`src/rtl/skew_stream_buf.sv`:
```
// Skew buffer: delays each lane of a streamed operand tile, then zero-fills until drained.
// Optional SKEWBUF_REVERSE_EN makes the last lane lead instead of lane 0.
module skew_stream_buf #(
    parameter int BITS_AB  = 8,
    parameter int DIM      = 8,
    parameter int MAXK     = 16,
    parameter int BASE_LAT = 8
) (
    input  logic                        clk,
    input  logic                        rst,
    input  logic                        start,
    input  logic [$clog2(MAXK+1)-1:0]   k_len,
    input  logic                        in_valid,
    output logic                        in_ready,
    input  logic [DIM*BITS_AB-1:0]      Bin,
    input  logic                        out_ready,
    output logic                        out_valid,
    output logic [DIM*BITS_AB-1:0]      Bout,
    output logic                        busy,
    output logic                        done
);

    localparam int NDRAIN = BASE_LAT + DIM - 2;
    localparam int CW     = $clog2(MAXK + BASE_LAT + DIM + 1);
    localparam bit NODRAIN = (NDRAIN == 0);

    typedef enum logic [1:0] {IDLE, LOAD, DRAIN} state_t;

    state_t          state_q, state_d;
    logic [CW-1:0]   cnt_q, cnt_d;
    logic [CW-1:0]   k_q, k_d;
    logic            done_q, done_d;
    logic            out_valid_q;
    logic            step;
    logic            clr;

    assign clr  = (state_q == IDLE) && start && (k_len != '0);
    assign step = ((state_q == LOAD) && in_valid && out_ready) ||
                  ((state_q == DRAIN) && out_ready);

    assign in_ready  = (state_q == LOAD) && out_ready;
    assign busy      = (state_q != IDLE);
    assign out_valid = out_valid_q;
    assign done      = done_q;

    always_comb begin
        state_d = state_q;
        cnt_d   = cnt_q;
        k_d     = k_q;
        done_d  = 1'b0;
        unique case (state_q)
            IDLE: begin
                if (clr) begin
                    state_d = LOAD;
                    cnt_d   = '0;
                    if (int'(k_len) > MAXK) k_d = CW'(MAXK);
                    else                    k_d = CW'(k_len);
                end
            end
            LOAD: begin
                if (step) begin
                    if (cnt_q == k_q - 1'b1) begin
                        cnt_d = '0;
                        // Degenerate geometry: nothing left in flight after the last vector
                        if (NODRAIN) begin
                            state_d = IDLE;
                            done_d  = 1'b1;
                        end else begin
                            state_d = DRAIN;
                        end
                    end else begin
                        cnt_d = cnt_q + 1'b1;
                    end
                end
            end
            DRAIN: begin
                if (step) begin
                    if (cnt_q == CW'(NDRAIN - 1)) begin
                        state_d = IDLE;
                        cnt_d   = '0;
                        done_d  = 1'b1;
                    end else begin
                        cnt_d = cnt_q + 1'b1;
                    end
                end
            end
            default: state_d = IDLE;
        endcase
    end

    always_ff @(posedge clk) begin
        if (rst) begin
            state_q     <= IDLE;
            cnt_q       <= '0;
            k_q         <= '0;
            done_q      <= 1'b0;
            out_valid_q <= 1'b0;
        end else begin
            state_q     <= state_d;
            cnt_q       <= cnt_d;
            k_q         <= k_d;
            done_q      <= done_d;
            out_valid_q <= step;
        end
    end

    for (genvar c = 0; c < DIM; c++) begin : g_lane
`ifdef SKEWBUF_REVERSE_EN
        localparam int D = BASE_LAT + DIM - 1 - c;
`else
        localparam int D = BASE_LAT + c;
`endif
        logic [BITS_AB-1:0] sr_q [D];
        logic [BITS_AB-1:0] din;

        // Once loading ends the lanes are flushed with zeros
        assign din = (state_q == LOAD) ? Bin[c*BITS_AB +: BITS_AB] : '0;

        always_ff @(posedge clk) begin
            if (rst || clr) begin
                for (int j = 0; j < D; j++) sr_q[j] <= '0;
            end else if (step) begin
                sr_q[0] <= din;
                for (int j = 1; j < D; j++) sr_q[j] <= sr_q[j-1];
            end
        end

        assign Bout[c*BITS_AB +: BITS_AB] = sr_q[D-1];
    end

endmodule

```
`config.mk`:
```
export PLATFORM = sky130hd
export DESIGN_NAME = skew_stream_buf
export DESIGN_NICKNAME = d
export VERILOG_FILES = /design/src/rtl/skew_stream_buf.sv
export SDC_FILE = /design/constraint.sdc
export NUM_CORES = 1
export LEC_CHECK = 0
export BUFFER_PORTS_ARGS = -buffer_cell sky130_fd_sc_hd__clkbuf_2
export CORE_ASPECT_RATIO = 0.9
export CORE_MARGIN = 2
export CORE_UTILIZATION = 40
export CTS_CLUSTER_SIZE = 10
export DETAILED_ROUTE_END_ITERATION = 6
export HOLD_SLACK_MARGIN = 0.02
export SETUP_SLACK_MARGIN = 0.05
export SLEW_MARGIN = 40
export SYNTH_ARGS = -nofsm -noshare
export SYNTH_HDL_FRONTEND = slang
export SYNTH_SLANG_ARGS = --single-unit
export TNS_END_PERCENT = 10
```
`constraint.sdc`:
```
create_clock -name clk -period 51.7 [get_ports clk]
set_clock_uncertainty 0.1 [all_clocks]
set_input_delay 2.585 -clock clk [delete_from_list [all_inputs] [get_ports clk]]
set_output_delay 2.585 -clock clk [all_outputs]
set_load 0.02 [all_outputs]
```
==> results of run 1 <==
## flip-flops by register name, summed over array words and instances (netlist names)
| signal | flops |
|---|---|
| out_valid | 1 |
| k_q | 5 |
| done | 1 |
| cnt_q | 6 |
| g_lane.sr_q | 736 |
| state_q | 2 |
## per-stage QoR
| step | cells | hold slack [ns] | worst slack, ns | area, sq um | utilization (%) |
|---|---|---|---|---|---|
| finish | 2816 | 0.399 | 44.98 | 32300 | 45.2 |
| global route | 2816 | 0.432 | 44.64 | 32300 | 45.2 |
| floorplan | 1794 | 0.359 | 14.81 | 28800 | - |
| detailed placement | 2702 | 0.389 | 44.16 | 29900 | 41.8 |
| CTS | 2814 | 0.396 | 44.81 | 32200 | 45.1 |
| global placement | 2701 | 0.382 | 43.46 | 29800 | 41.7 |
## report_power, final
part	internal, mW	switching, mW
Sequential	0.823	0.0257
Combinational	0.0400	0.144
Clock	0.306	0.212
## layer usage
metal  global-route usage (%)  part of all wire [%]  vias to the layer above
met5                        0                     0                        -
met2                     16.1                    44                      256
met4                     4.67                   3.4                        0
met1                     16.5                    48                     6410
met3                     3.00                   5.1                      105
li1                         -                     -                     6746
## cells in the mapped netlist (2+ instances only)
| library cell | instances |
|---|---|
| edfxtp_1 | 736 |
| and3_1 | 601 |
| and2_1 | 138 |
| clkbuf_1 | 72 |
| buf_4 | 59 |
| buf_2 | 55 |
| dfxtp_1 | 15 |
| a21oi_1 | 14 |
| inv_1 | 12 |
| clkbuf_2 | 10 |
| ha_1 | 9 |
| nand2_1 | 9 |
| nand3_1 | 6 |
| nor2_1 | 6 |
| buf_6 | 4 |
| nand2b_1 | 4 |
| nand4b_1 | 4 |
| nand4_1 | 3 |
| o22ai_1 | 3 |
| xnor2_1 | 3 |
| xor2_1 | 3 |
| a211oi_1 | 2 |
| mux2i_1 | 2 |
| nand3b_1 | 2 |
| o21ai_1 | 2 |
## how the worst max path moves through the flow
| stage | startpoint | end | slack [ns] | depth (start not counted) |
|---|---|---|---|---|
| after global routing | k_len[1] | g_lane[6].sr_q[0][12]$_SDFFCE_PN0P_ | 44.64 | 12 |
| after floorplan | in_valid | g_lane[0].sr_q[0][0]$_SDFFCE_PN0P_ | 14.81 | 2 |
| after CTS | k_len[1] | g_lane[4].sr_q[0][1]$_SDFFCE_PN0P_ | 44.81 | 12 |
| after global placement | k_len[1] | g_lane[2].sr_q[1][5]$_SDFFCE_PN0P_ | 43.46 | 11 |
| after detailed placement | k_len[1] | g_lane[4].sr_q[0][0]$_SDFFCE_PN0P_ | 44.16 | 12 |
| final | k_len[1] | g_lane[6].sr_q[0][8]$_SDFFCE_PN0P_ | 44.98 | 12 |
## cell families (layout without fill, tap and decap cells)
family,count (synthesis),after routing,synth area share (%)
buf+inv,213,285,3.93
xor+xnor,6,6,0.182
compound gates,33,33,0.855
mux,2,2,0.0694
simple gates,780,780,16.9
fa+ha+maj,9,9,0.391
flops,751,751,77.7
## critical path, stage by stage
cell and delay, ns:
clkbuf_2 0.09, or4_1 0.12, o21ai_2 0.07, inv_2 0.11, a21oi_4 0.07, buf_6 0.22
o21ai_4 0.23, buf_6 0.62, clkbuf_8 0.72, clkbuf_8 0.74, buf_12 0.51, buf_16 0.43
## cell usage in the layout (no fill, tap or decap), drive strengths merged
cell / Yosys / final
a211oi: 2 / 2
a21oi: 15 / 15
a221o: 1 / 1
a31oi: 1 / 1
a32oi: 1 / 1
a41oi: 1 / 1
and2: 138 / 138
and3: 601 / 601
buf: 118 / 15
clkbuf: 82 / 250
clkinv: 0 / 4
dfxtp: 15 / 15
edfxtp: 736 / 736
ha: 9 / 9
inv: 13 / 16
mux2i: 2 / 2
nand2: 10 / 10
nand2b: 4 / 4
nand3: 6 / 6
nand3b: 2 / 2
nand4: 3 / 3
nand4b: 4 / 4
nor2: 6 / 6
nor3: 3 / 3
nor4: 1 / 1
o21a: 2 / 2
o21ai: 4 / 4
o21ba: 1 / 1
o22ai: 3 / 3
o41ai: 2 / 2
or4: 2 / 2
xnor2: 3 / 3
xor2: 3 / 3
## area by class of cell
type                    instances  area [sq um]  share of cell area (%)
flip-flops and latches        751         22400                    69.3
multi-input cells             830          5340                    16.5
clock buffers                 105          2290                    7.08
well taps                     950          1190                    3.68
repair buffers                160           985                    3.05
clock inverters                 7          53.8                   0.167
inverters                      13          48.8                   0.151
==> impl_metrics.xml, run 1 <==
<?xml version="1.0" encoding="UTF-8"?>
<metrics>
  <group name="clock_network">
    <metric name="cts.sinks" unit="">751</metric>
    <metric name="cts.repair_timing.setup_buffer_count" unit="">0</metric>
    <metric name="worst_skew_pair.late_latency" unit="ns">0.60</metric>
    <metric name="cts_max_path_buffers" unit="">3</metric>
    <metric name="cts_hold_repair.buffers" unit="">0</metric>
    <metric name="clock_tree_from_tritoncts" unit="">built</metric>
    <metric name="clock-root-buffer" unit="">clkbuf_16</metric>
    <metric name="post_cts_resized" unit="">0</metric>
    <metric name="cts.clk_slew.worst_paths" unit="ns">0.05</metric>
    <metric name="cts_inserted_buffers" unit="">86</metric>
    <metric name="cts_htree_levels" unit="">3</metric>
  </group>
  <group name="flow_run">
    <metric name="drv.max_cap_violation_count" unit="">0</metric>
  </group>
  <group name="setup_path">
    <metric name="reg2reg_from" unit="">state_q[1]$_SDFFE_PP0P_</metric>
    <metric name="worstPathMaxFanout" unit="">108</metric>
    <metric name="critPathCaptureType" unit="">flop</metric>
    <metric name="r2r_cells" unit="">10</metric>
    <metric name="worstSetupPathType" unit="">input pin to flop</metric>
    <metric name="r2r_end" unit="">g_lane[6].sr_q[0][8]$_SDFFCE_PN0P_</metric>
    <metric name="setup.reg_to_reg.worst_slack" unit="ns">46.42</metric>
    <metric name="worst_ep_required_time" unit="ns">51.83</metric>
    <metric name="critical_path.startpoint_type" unit="">input pin</metric>
    <metric name="crit_arrival" unit="ns">6.85</metric>
  </group>
  <group name="synthesis">
    <metric name="async_reset_ff_share" unit="%">0</metric>
    <metric name="synthesis.instances" unit="">1794</metric>
    <metric name="synth.ff_latch_count" unit="">751</metric>
    <metric name="synth_top_area_cell" unit="">edfxtp_1</metric>
    <metric name="number_of_synthesized_flops_with_an_enable_pin" unit="">736</metric>
    <metric name="synth.cell_area" unit="sq mm">0.0288</metric>
    <metric name="synth_largest_type_area_fraction" unit="%">76.7</metric>
    <metric name="synth_seq_area_share" unit="%">77.7</metric>
    <metric name="synth_fp_nets" unit="">1877</metric>
    <metric name="avg_synthesized_cell_area" unit="sq um">16.1</metric>
    <metric name="synthDistinctLibCells" unit="">45</metric>
    <metric name="synthFlopType" unit="">edfxtp_1</metric>
    <metric name="synth_top_cells_by_area" unit="">edfxtp_1 77%, and3_1 13%, and2_1 3.0%</metric>
    <metric name="yosys_warnings" unit="">0</metric>
  </group>
  <group name="timing">
    <metric name="timing_max_transition_violations_final" unit="">0</metric>
    <metric name="unrepaired_setup_endpoints_after_global_routing" unit="">no</metric>
    <metric name="fin_crit_sh" unit="%">13.0</metric>
    <metric name="max_freq" unit="MHz">149</metric>
    <metric name="setup_viol" unit="">0</metric>
    <metric name="relSlewSlack" unit="%">48.5</metric>
    <metric name="setup_tns" unit="ns">0</metric>
    <metric name="min_period" unit="ns">6.72</metric>
    <metric name="hold_viol" unit="">0</metric>
    <metric name="worst_pin_slew" unit="ns">0.773</metric>
  </group>
  <group name="routing">
    <metric name="post_drt_wl_per_cell" unit="um">14.8</metric>
    <metric name="route.detailed.vias_per_inst" unit="">4.80</metric>
    <metric name="detail_route.drc_violations" unit="">0</metric>
    <metric name="drt_first_pass_iters" unit="">4</metric>
    <metric name="drt_total_wl" unit="mm">41.6</metric>
    <metric name="detailroute.via_count" unit="">13500</metric>
    <metric name="postRouteAntennaNets" unit="">0</metric>
    <metric name="drtIter0Drc" unit="">1257</metric>
  </group>
  <group name="global_route">
    <metric name="grt_pass1_vias" unit="">13300</metric>
    <metric name="grt_remaining_overflow" unit="">0</metric>
    <metric name="global_route_wire_length_before_repair" unit="mm">69.2</metric>
    <metric name="grt_start_max_net_pins" unit="">262</metric>
    <metric name="grt_antenna_before_repair" unit="">0</metric>
    <metric name="grt_util_all_layers" unit="%">11.3</metric>
  </group>
  <group name="hold_path">
    <metric name="hold-path-endpoint" unit="">k_q[1]$_SDFFE_PP0P_</metric>
    <metric name="worstHoldPathCells" unit="">2</metric>
    <metric name="hold_path_class" unit="">flop to flop</metric>
    <metric name="worstHoldStart" unit="">k_q[1]$_SDFFE_PP0P_</metric>
  </group>
  <group name="status">
    <metric name="run_status" unit="">finished clean</metric>
  </group>
  <group name="place">
    <metric name="place_congestion" unit="">0.801</metric>
    <metric name="io_buffers" unit="">141</metric>
    <metric name="detailedPlacementHpwl" unit="mm">21.1</metric>
  </group>
  <group name="final_layout">
    <metric name="insertedDiodeCount" unit="">0</metric>
    <metric name="fraction_of_final_layout_cells_with_drive_strength_greater_than_1" unit="%">14.5</metric>
    <metric name="layout-area-overhead-vs-synth" unit="%">12.0</metric>
    <metric name="nets" unit="">1925</metric>
    <metric name="n_fill_cell" unit="">6226</metric>
  </group>
  <group name="floorplanning">
    <metric name="dieHeight" unit="um">259</metric>
    <metric name="core.rowCount" unit="">93</metric>
    <metric name="top_level_ports" unit="">142</metric>
    <metric name="die_x_extent" unit="um">287</metric>
    <metric name="design.die.area" unit="sq mm">0.0742</metric>
    <metric name="placeable_core_area" unit="sq mm">0.0714</metric>
    <metric name="initial_core_util" unit="%">40.4</metric>
  </group>
  <group name="power_and_ir_drop">
    <metric name="total_power" unit="mW">1.55</metric>
    <metric name="max-vdd-ir-drop" unit="uV">28.4</metric>
    <metric name="ratio_of_total_power_to_cell_area" unit="mW/mm^2">48.0</metric>
    <metric name="p_leak" unit="nW">14.3</metric>
  </group>
</metrics>
(Power assumes the default switching activity.)
==> run 2, diff against run 1 <==
- clock period: 51.7 -> 7 ns (I/O delays scaled with it)
==> impl_metrics.xml, run 2 (same netlist as run 1, synthesis figures left out) <==
<?xml version="1.0" encoding="UTF-8"?>
<metrics>
  <group name="routing">
    <metric name="postRouteAntennaNets" unit="">0</metric>
    <metric name="drt_total_wl" unit="mm">42.5</metric>
    <metric name="post_drt_wl_per_cell" unit="um">14.6</metric>
    <metric name="detail_route.drc_violations" unit="">0</metric>
    <metric name="drt_first_pass_iters" unit="">5</metric>
    <metric name="detailroute.via_count" unit="">13800</metric>
    <metric name="route.detailed.vias_per_inst" unit="">4.77</metric>
    <metric name="drtIter0Drc" unit="">1125</metric>
  </group>
  <group name="setup_path">
    <metric name="critical_path.startpoint_type" unit="">input pin</metric>
    <metric name="worstPathMaxFanout" unit="">137</metric>
    <metric name="worstSetupPathType" unit="">input pin to flop</metric>
    <metric name="critPathCaptureType" unit="">flop</metric>
    <metric name="worst_ep_required_time" unit="ns">7.16</metric>
    <metric name="crit_arrival" unit="ns">4.07</metric>
  </group>
  <group name="timing">
    <metric name="relSlewSlack" unit="%">44.8</metric>
    <metric name="setup_tns" unit="ns">0</metric>
    <metric name="hold_viol" unit="">0</metric>
    <metric name="max_freq" unit="MHz">256</metric>
    <metric name="setup_viol" unit="">0</metric>
    <metric name="timing_max_transition_violations_final" unit="">0</metric>
    <metric name="fin_crit_sh" unit="%">55.8</metric>
    <metric name="worst_pin_slew" unit="ns">0.828</metric>
    <metric name="unrepaired_setup_endpoints_after_global_routing" unit="">no</metric>
    <metric name="min_period" unit="ns">3.90</metric>
  </group>
  <group name="final_layout">
    <metric name="layout_common_cells" unit="">736 x edfxtp_1, 601 x and3_1, 141 x clkbuf_2, 137 x and2_1, 92 x clkbuf_16</metric>
    <metric name="n_fill_cell" unit="">6130</metric>
    <metric name="mostFrequentLayoutCell" unit="">edfxtp_1</metric>
    <metric name="fraction_of_final_layout_cells_with_drive_strength_greater_than_1" unit="%">14.4</metric>
    <metric name="nets" unit="">1999</metric>
    <metric name="postLayoutCoreUtil" unit="%">46.5</metric>
    <metric name="largest_registers" unit="">g_lane.sr_q (736), cnt_q (6), k_q (5)</metric>
    <metric name="layout-area-overhead-vs-synth" unit="%">15.3</metric>
    <metric name="largest_register_ff_count" unit="">736</metric>
    <metric name="registers.top_by_ff_count" unit="">g_lane.sr_q</metric>
  </group>
  <group name="power_and_ir_drop">
    <metric name="max-vdd-ir-drop" unit="uV">186</metric>
    <metric name="ratio_of_total_power_to_cell_area" unit="mW/mm^2">351</metric>
    <metric name="p_leak" unit="nW">14.7</metric>
  </group>
  <group name="floorplanning">
    <metric name="top_level_ports" unit="">142</metric>
    <metric name="die_x_extent" unit="um">287</metric>
    <metric name="design.die.area" unit="sq mm">0.0742</metric>
    <metric name="dieHeight" unit="um">259</metric>
    <metric name="core.rowCount" unit="">93</metric>
    <metric name="initial_core_util" unit="%">40.4</metric>
    <metric name="placeable_core_area" unit="sq mm">0.0714</metric>
  </group>
  <group name="hold_path">
    <metric name="hold_path_class" unit="">input pin to flop</metric>
  </group>
  <group name="global_route">
    <metric name="grt_pass1_vias" unit="">13400</metric>
    <metric name="grt_util_all_layers" unit="%">11.4</metric>
    <metric name="global_route_wire_length_before_repair" unit="mm">69.2</metric>
    <metric name="grt_antenna_before_repair" unit="">4</metric>
    <metric name="grt_remaining_overflow" unit="">0</metric>
    <metric name="grt_start_max_net_pins" unit="">234</metric>
  </group>
  <group name="clock_network">
    <metric name="cts_max_path_buffers" unit="">3</metric>
    <metric name="clock_tree_from_tritoncts" unit="">built</metric>
    <metric name="cts_htree_levels" unit="">3</metric>
    <metric name="cts.clk_slew.worst_paths" unit="ns">0.05</metric>
    <metric name="clock-root-buffer" unit="">clkbuf_16</metric>
    <metric name="worst_skew_pair.late_latency" unit="ns">0.61</metric>
    <metric name="cts.sinks" unit="">751</metric>
    <metric name="cts_inserted_buffers" unit="">87</metric>
  </group>
  <group name="place">
    <metric name="io_buffers" unit="">141</metric>
    <metric name="place_congestion" unit="">0.740</metric>
    <metric name="detailedPlacementHpwl" unit="mm">20.8</metric>
  </group>
  <group name="flow_run">
    <metric name="drv.max_cap_violation_count" unit="">0</metric>
  </group>
  <group name="status">
    <metric name="run_status" unit="">finished clean</metric>
  </group>
</metrics>
==> run 2: changes by cell type in the layout (fill, tap and decap cells not counted), moves of 4 or more <==
cell           previous run  this run
clkbuf_8                  6         2
diode_2                   0         4
dlygate4sd3_1             0        74
clkbuf_1                 15        22
clkbuf_16                88        92
==> run 2: timing repair <==
action	4_1_cts	5_1_grt
endpoints found under the hold margin	69	0
hold buffers	74	0
gates resized for setup	0	0
setup buffers	0	0
==> run 2: area by class of cell <==
class	instances	area [sq um]	area share, %
sequential	751	22400	67.4
multi-input combinational	830	5380	16.2
clock buffer	115	2400	7.21
timing repair buffer	233	1740	5.23
tap	950	1190	3.57
clock inverter	7	80.1	0.241
inverter	13	48.8	0.147
antenna	4	10.0	0.0301
==> run 2: routing by layer <==
layer / vias to the layer above / global-route usage (%) / wire (um)
met5: - / 0 / 0
met4: 0 / 5.22 / 1690
met3: 128 / 3.07 / 1890
met2: 237 / 16.7 / 18800
met1: 6563 / 15.8 / 20100
li1: 6913 / - / -
==> run 2: metrics by stage <==
stage	hold slack (ns)	worst slack (ns)	total power, mW	instances	area [sq um]
3_5_place_dp	0.402	3.15	7.77	2702	30000
5_1_grt	0.0730	2.87	12.2	2903	33300
6_report	0.104	3.10	11.7	2903	33300
2_1_floorplan	0.359	-6.10	7.83	1794	28900
3_3_place_gp	0.383	3.04	7.68	2699	29900
4_1_cts	0.0489	3.18	11.8	2898	33200
==> run 2: worst paths after layout <==
path                                            start                             endpoint  slack (ns)  cells past startpoint
setup / recovery                             k_len[1]  g_lane[7].sr_q[0][10]$_SDFFCE_PN0P_        3.10                     12
hold reg to reg   g_lane[4].sr_q[2][23]$_SDFFCE_PP0P_  g_lane[4].sr_q[2][31]$_SDFFCE_PP0P_        0.41                      1
hold / removal                                    rst                  k_q[1]$_SDFFE_PP0P_        0.10                      2
setup reg to reg              state_q[0]$_SDFFE_PP0P_  g_lane[7].sr_q[0][10]$_SDFFCE_PN0P_        3.20                      9
==> run 2: power by group <==
group / internal [mW] / total [mW] / switching (mW)
Sequential: 6.08 / 6.27 / 0.191
Clock: 2.40 / 3.99 / 1.60
Combinational: 0.339 / 1.42 / 1.08
==> run 2: worst max-delay path, stage by stage <==
cell	delay, ns
dlygate4sd3_1	0.57
clkbuf_2	0.12
or4_1	0.52
o21ai_2	0.21
inv_2	0.11
a21oi_4	0.16
buf_6	0.55
o21ai_4	0.15
buf_12	0.26
buf_16	0.30
buf_12	0.26
buf_16	0.29
==> run 3, diff against run 2 <==
- clock period: 7 -> 3.6 ns (I/O delays scaled with it)
==> impl_metrics.xml, run 3 (same netlist as run 1, synthesis figures left out) <==
<?xml version="1.0" encoding="UTF-8"?>
<metrics>
  <group name="routing">
    <metric name="postRouteAntennaNets" unit="">0</metric>
    <metric name="drt_first_pass_iters" unit="">5</metric>
    <metric name="drtIter0Drc" unit="">1055</metric>
    <metric name="post_drt_wl_per_cell" unit="um">14.4</metric>
    <metric name="drt_total_wl" unit="mm">41.9</metric>
    <metric name="route.detailed.vias_per_inst" unit="">4.71</metric>
    <metric name="detailroute.via_count" unit="">13700</metric>
    <metric name="detail_route.drc_violations" unit="">0</metric>
  </group>
  <group name="global_route">
    <metric name="grt_remaining_overflow" unit="">0</metric>
    <metric name="global_route_wire_length_before_repair" unit="mm">68.3</metric>
    <metric name="grt_start_max_net_pins" unit="">178</metric>
    <metric name="grt_util_all_layers" unit="%">11.2</metric>
    <metric name="grt_pass1_vias" unit="">13200</metric>
    <metric name="grt_antenna_before_repair" unit="">0</metric>
  </group>
  <group name="hold_path">
    <metric name="hold_path_class" unit="">input pin to flop</metric>
  </group>
  <group name="clock_network">
    <metric name="cts.repair_timing.setup_buffer_count" unit="">0</metric>
    <metric name="clock-root-buffer" unit="">clkbuf_16</metric>
    <metric name="cts_max_path_buffers" unit="">3</metric>
    <metric name="cts_htree_levels" unit="">3</metric>
    <metric name="cts.sinks" unit="">751</metric>
    <metric name="worst_skew_pair.late_latency" unit="ns">0.62</metric>
    <metric name="cts.clk_slew.worst_paths" unit="ns">0.05</metric>
    <metric name="cts_inserted_buffers" unit="">87</metric>
    <metric name="clock_tree_from_tritoncts" unit="">built</metric>
  </group>
  <group name="timing">
    <metric name="hold_viol" unit="">0</metric>
    <metric name="fin_crit_sh" unit="%">78.1</metric>
    <metric name="max_freq" unit="MHz">356</metric>
    <metric name="min_period" unit="ns">2.81</metric>
    <metric name="worst_hold_slack" unit="ns">0.127</metric>
    <metric name="worst_pin_slew" unit="ns">0.805</metric>
    <metric name="relSlewSlack" unit="%">46.3</metric>
    <metric name="setup_viol" unit="">0</metric>
    <metric name="setup_tns" unit="ns">0</metric>
    <metric name="unrepaired_setup_endpoints_after_global_routing" unit="">no</metric>
    <metric name="timing_max_transition_violations_final" unit="">0</metric>
  </group>
  <group name="status">
    <metric name="run_status" unit="">finished clean</metric>
  </group>
  <group name="setup_path">
    <metric name="setup.reg_to_reg.worst_slack" unit="ns">0.85</metric>
    <metric name="crit_arrival" unit="ns">3.26</metric>
    <metric name="worstSetupPathType" unit="">input pin to flop</metric>
    <metric name="critical_path.startpoint_type" unit="">input pin</metric>
    <metric name="critPathCaptureType" unit="">flop</metric>
    <metric name="worstPathMaxFanout" unit="">125</metric>
    <metric name="worst_ep_required_time" unit="ns">4.05</metric>
  </group>
  <group name="power_and_ir_drop">
    <metric name="max-vdd-ir-drop" unit="uV">379</metric>
    <metric name="p_leak" unit="nW">14.7</metric>
    <metric name="ratio_of_total_power_to_cell_area" unit="mW/mm^2">678</metric>
  </group>
  <group name="final_layout">
    <metric name="nets" unit="">2012</metric>
    <metric name="largest_registers" unit="">g_lane.sr_q (736), cnt_q (6), k_q (5)</metric>
    <metric name="n_fill_cell" unit="">6089</metric>
    <metric name="registers.top_by_ff_count" unit="">g_lane.sr_q</metric>
    <metric name="largest_register_ff_count" unit="">736</metric>
    <metric name="area.sequential" unit="sq mm">0.0224</metric>
    <metric name="multiInputGateArea" unit="sq mm">0.00537</metric>
    <metric name="fraction_of_final_layout_cells_with_drive_strength_greater_than_1" unit="%">14.4</metric>
    <metric name="layout_common_cells" unit="">736 x edfxtp_1, 601 x and3_1, 141 x clkbuf_2, 137 x and2_1, 87 x clkbuf_16</metric>
    <metric name="final_area" unit="sq mm">0.0333</metric>
    <metric name="layout-area-overhead-vs-synth" unit="%">15.4</metric>
    <metric name="mostFrequentLayoutCell" unit="">edfxtp_1</metric>
    <metric name="stdcell_count" unit="">2907</metric>
  </group>
  <group name="floorplanning">
    <metric name="core.rowCount" unit="">93</metric>
    <metric name="top_level_ports" unit="">142</metric>
    <metric name="dieHeight" unit="um">259</metric>
    <metric name="die_x_extent" unit="um">287</metric>
    <metric name="design.die.area" unit="sq mm">0.0742</metric>
    <metric name="placeable_core_area" unit="sq mm">0.0714</metric>
    <metric name="initial_core_util" unit="%">40.4</metric>
  </group>
  <group name="place">
    <metric name="postPlaceCellArea" unit="sq mm">0.0301</metric>
    <metric name="detailedPlacementHpwl" unit="mm">21.1</metric>
    <metric name="io_buffers" unit="">141</metric>
    <metric name="place_congestion" unit="">0.753</metric>
    <metric name="place.detailed.instances" unit="">2709</metric>
  </group>
  <group name="flow_run">
    <metric name="drv.max_cap_violation_count" unit="">0</metric>
  </group>
</metrics>
[run 3: cell types whose count changed in the layout (fill, tap and decap cells not counted), moves of 2 or more]
cell	change
buf_4	+5
clkbuf_8	-2
inv_6	+4
buf_16	-4
dlygate4sd3_1	+7
diode_2	-3
clkbuf_16	-5
buf_12	+12
clkinv_1	+2
buf_6	-6
clkbuf_1	-4
[run 3: cell type report]
class / instances / area share [%]
diodes: 1 / 0.00752
multi-input cells: 830 / 16.1
well taps: 950 / 3.57
clock buffers: 105 / 6.74
clock inverters: 11 / 0.368
inverters: 13 / 0.147
repair buffers: 246 / 5.70
flip-flops and latches: 751 / 67.3
[run 3: metal layers]
layer | share of wire, % | wire [um] | up-vias | global-route usage (%)
met5 | 0 | 0 | - | 0
met4 | 3.0 | 1240 | 0 | 4.62
met2 | 45 | 18900 | 230 | 16.9
li1 | - | - | 6927 | -
met1 | 47 | 19800 | 6437 | 15.4
met3 | 4.8 | 2030 | 90 | 2.90
[run 3: worst paths after layout]
| kind | start | cells after the start | to |
|---|---|---|---|
| worst min register to register | g_lane[7].sr_q[0][88]$_SDFFCE_PP0P_ | 1 | g_lane[7].sr_q[0][96]$_SDFFCE_PP0P_ |
| worst min-delay path | start | 5 | cnt_q[1]$_SDFFE_PP0P_ |
| worst max-delay path | k_len[0] | 10 | k_q[1]$_SDFFE_PP0P_ |
| worst max register to register | state_q[1]$_SDFFE_PP0P_ | 7 | g_lane[4].sr_q[0][1]$_SDFFCE_PN0P_ |
[run 3: repair_timing]
action / in CTS / in global routing
hold endpoints to repair: 74 / 0
endpoints found under the setup margin: 0 / 0
hold buffers: 81 / 0
gates resized for setup: 0 / 0
[run 3: per-stage QoR]
stage	utilization [%]	total power [mW]	worst slack, ns
2_1_floorplan	-	15.2	-9.50
3_3_place_gp	42.1	15.0	0.933
3_5_place_dp	42.1	15.1	0.855
4_1_cts	46.6	22.9	0.814
5_1_grt	46.6	23.6	0.617
6_report	46.6	22.6	0.789
[run 3: worst max-delay path: stages]
cell and delay (ns):
dlygate4sd3_1 0.54, clkbuf_2 0.12, or4_1 0.55, o21ai_2 0.22, inv_2 0.10, nand2_4 0.28, buf_12 0.39, nand2_1 0.12
a21oi_1 0.15, dlygate4sd3_1 0.58
[run 3: where the power goes]
group          leakage, nW  switching, mW  internal [mW]
logic                 5.40           2.09          0.721
clock network         1.15           3.09           4.48
registers             8.19          0.372           11.8
total                 14.7           5.55           17.0
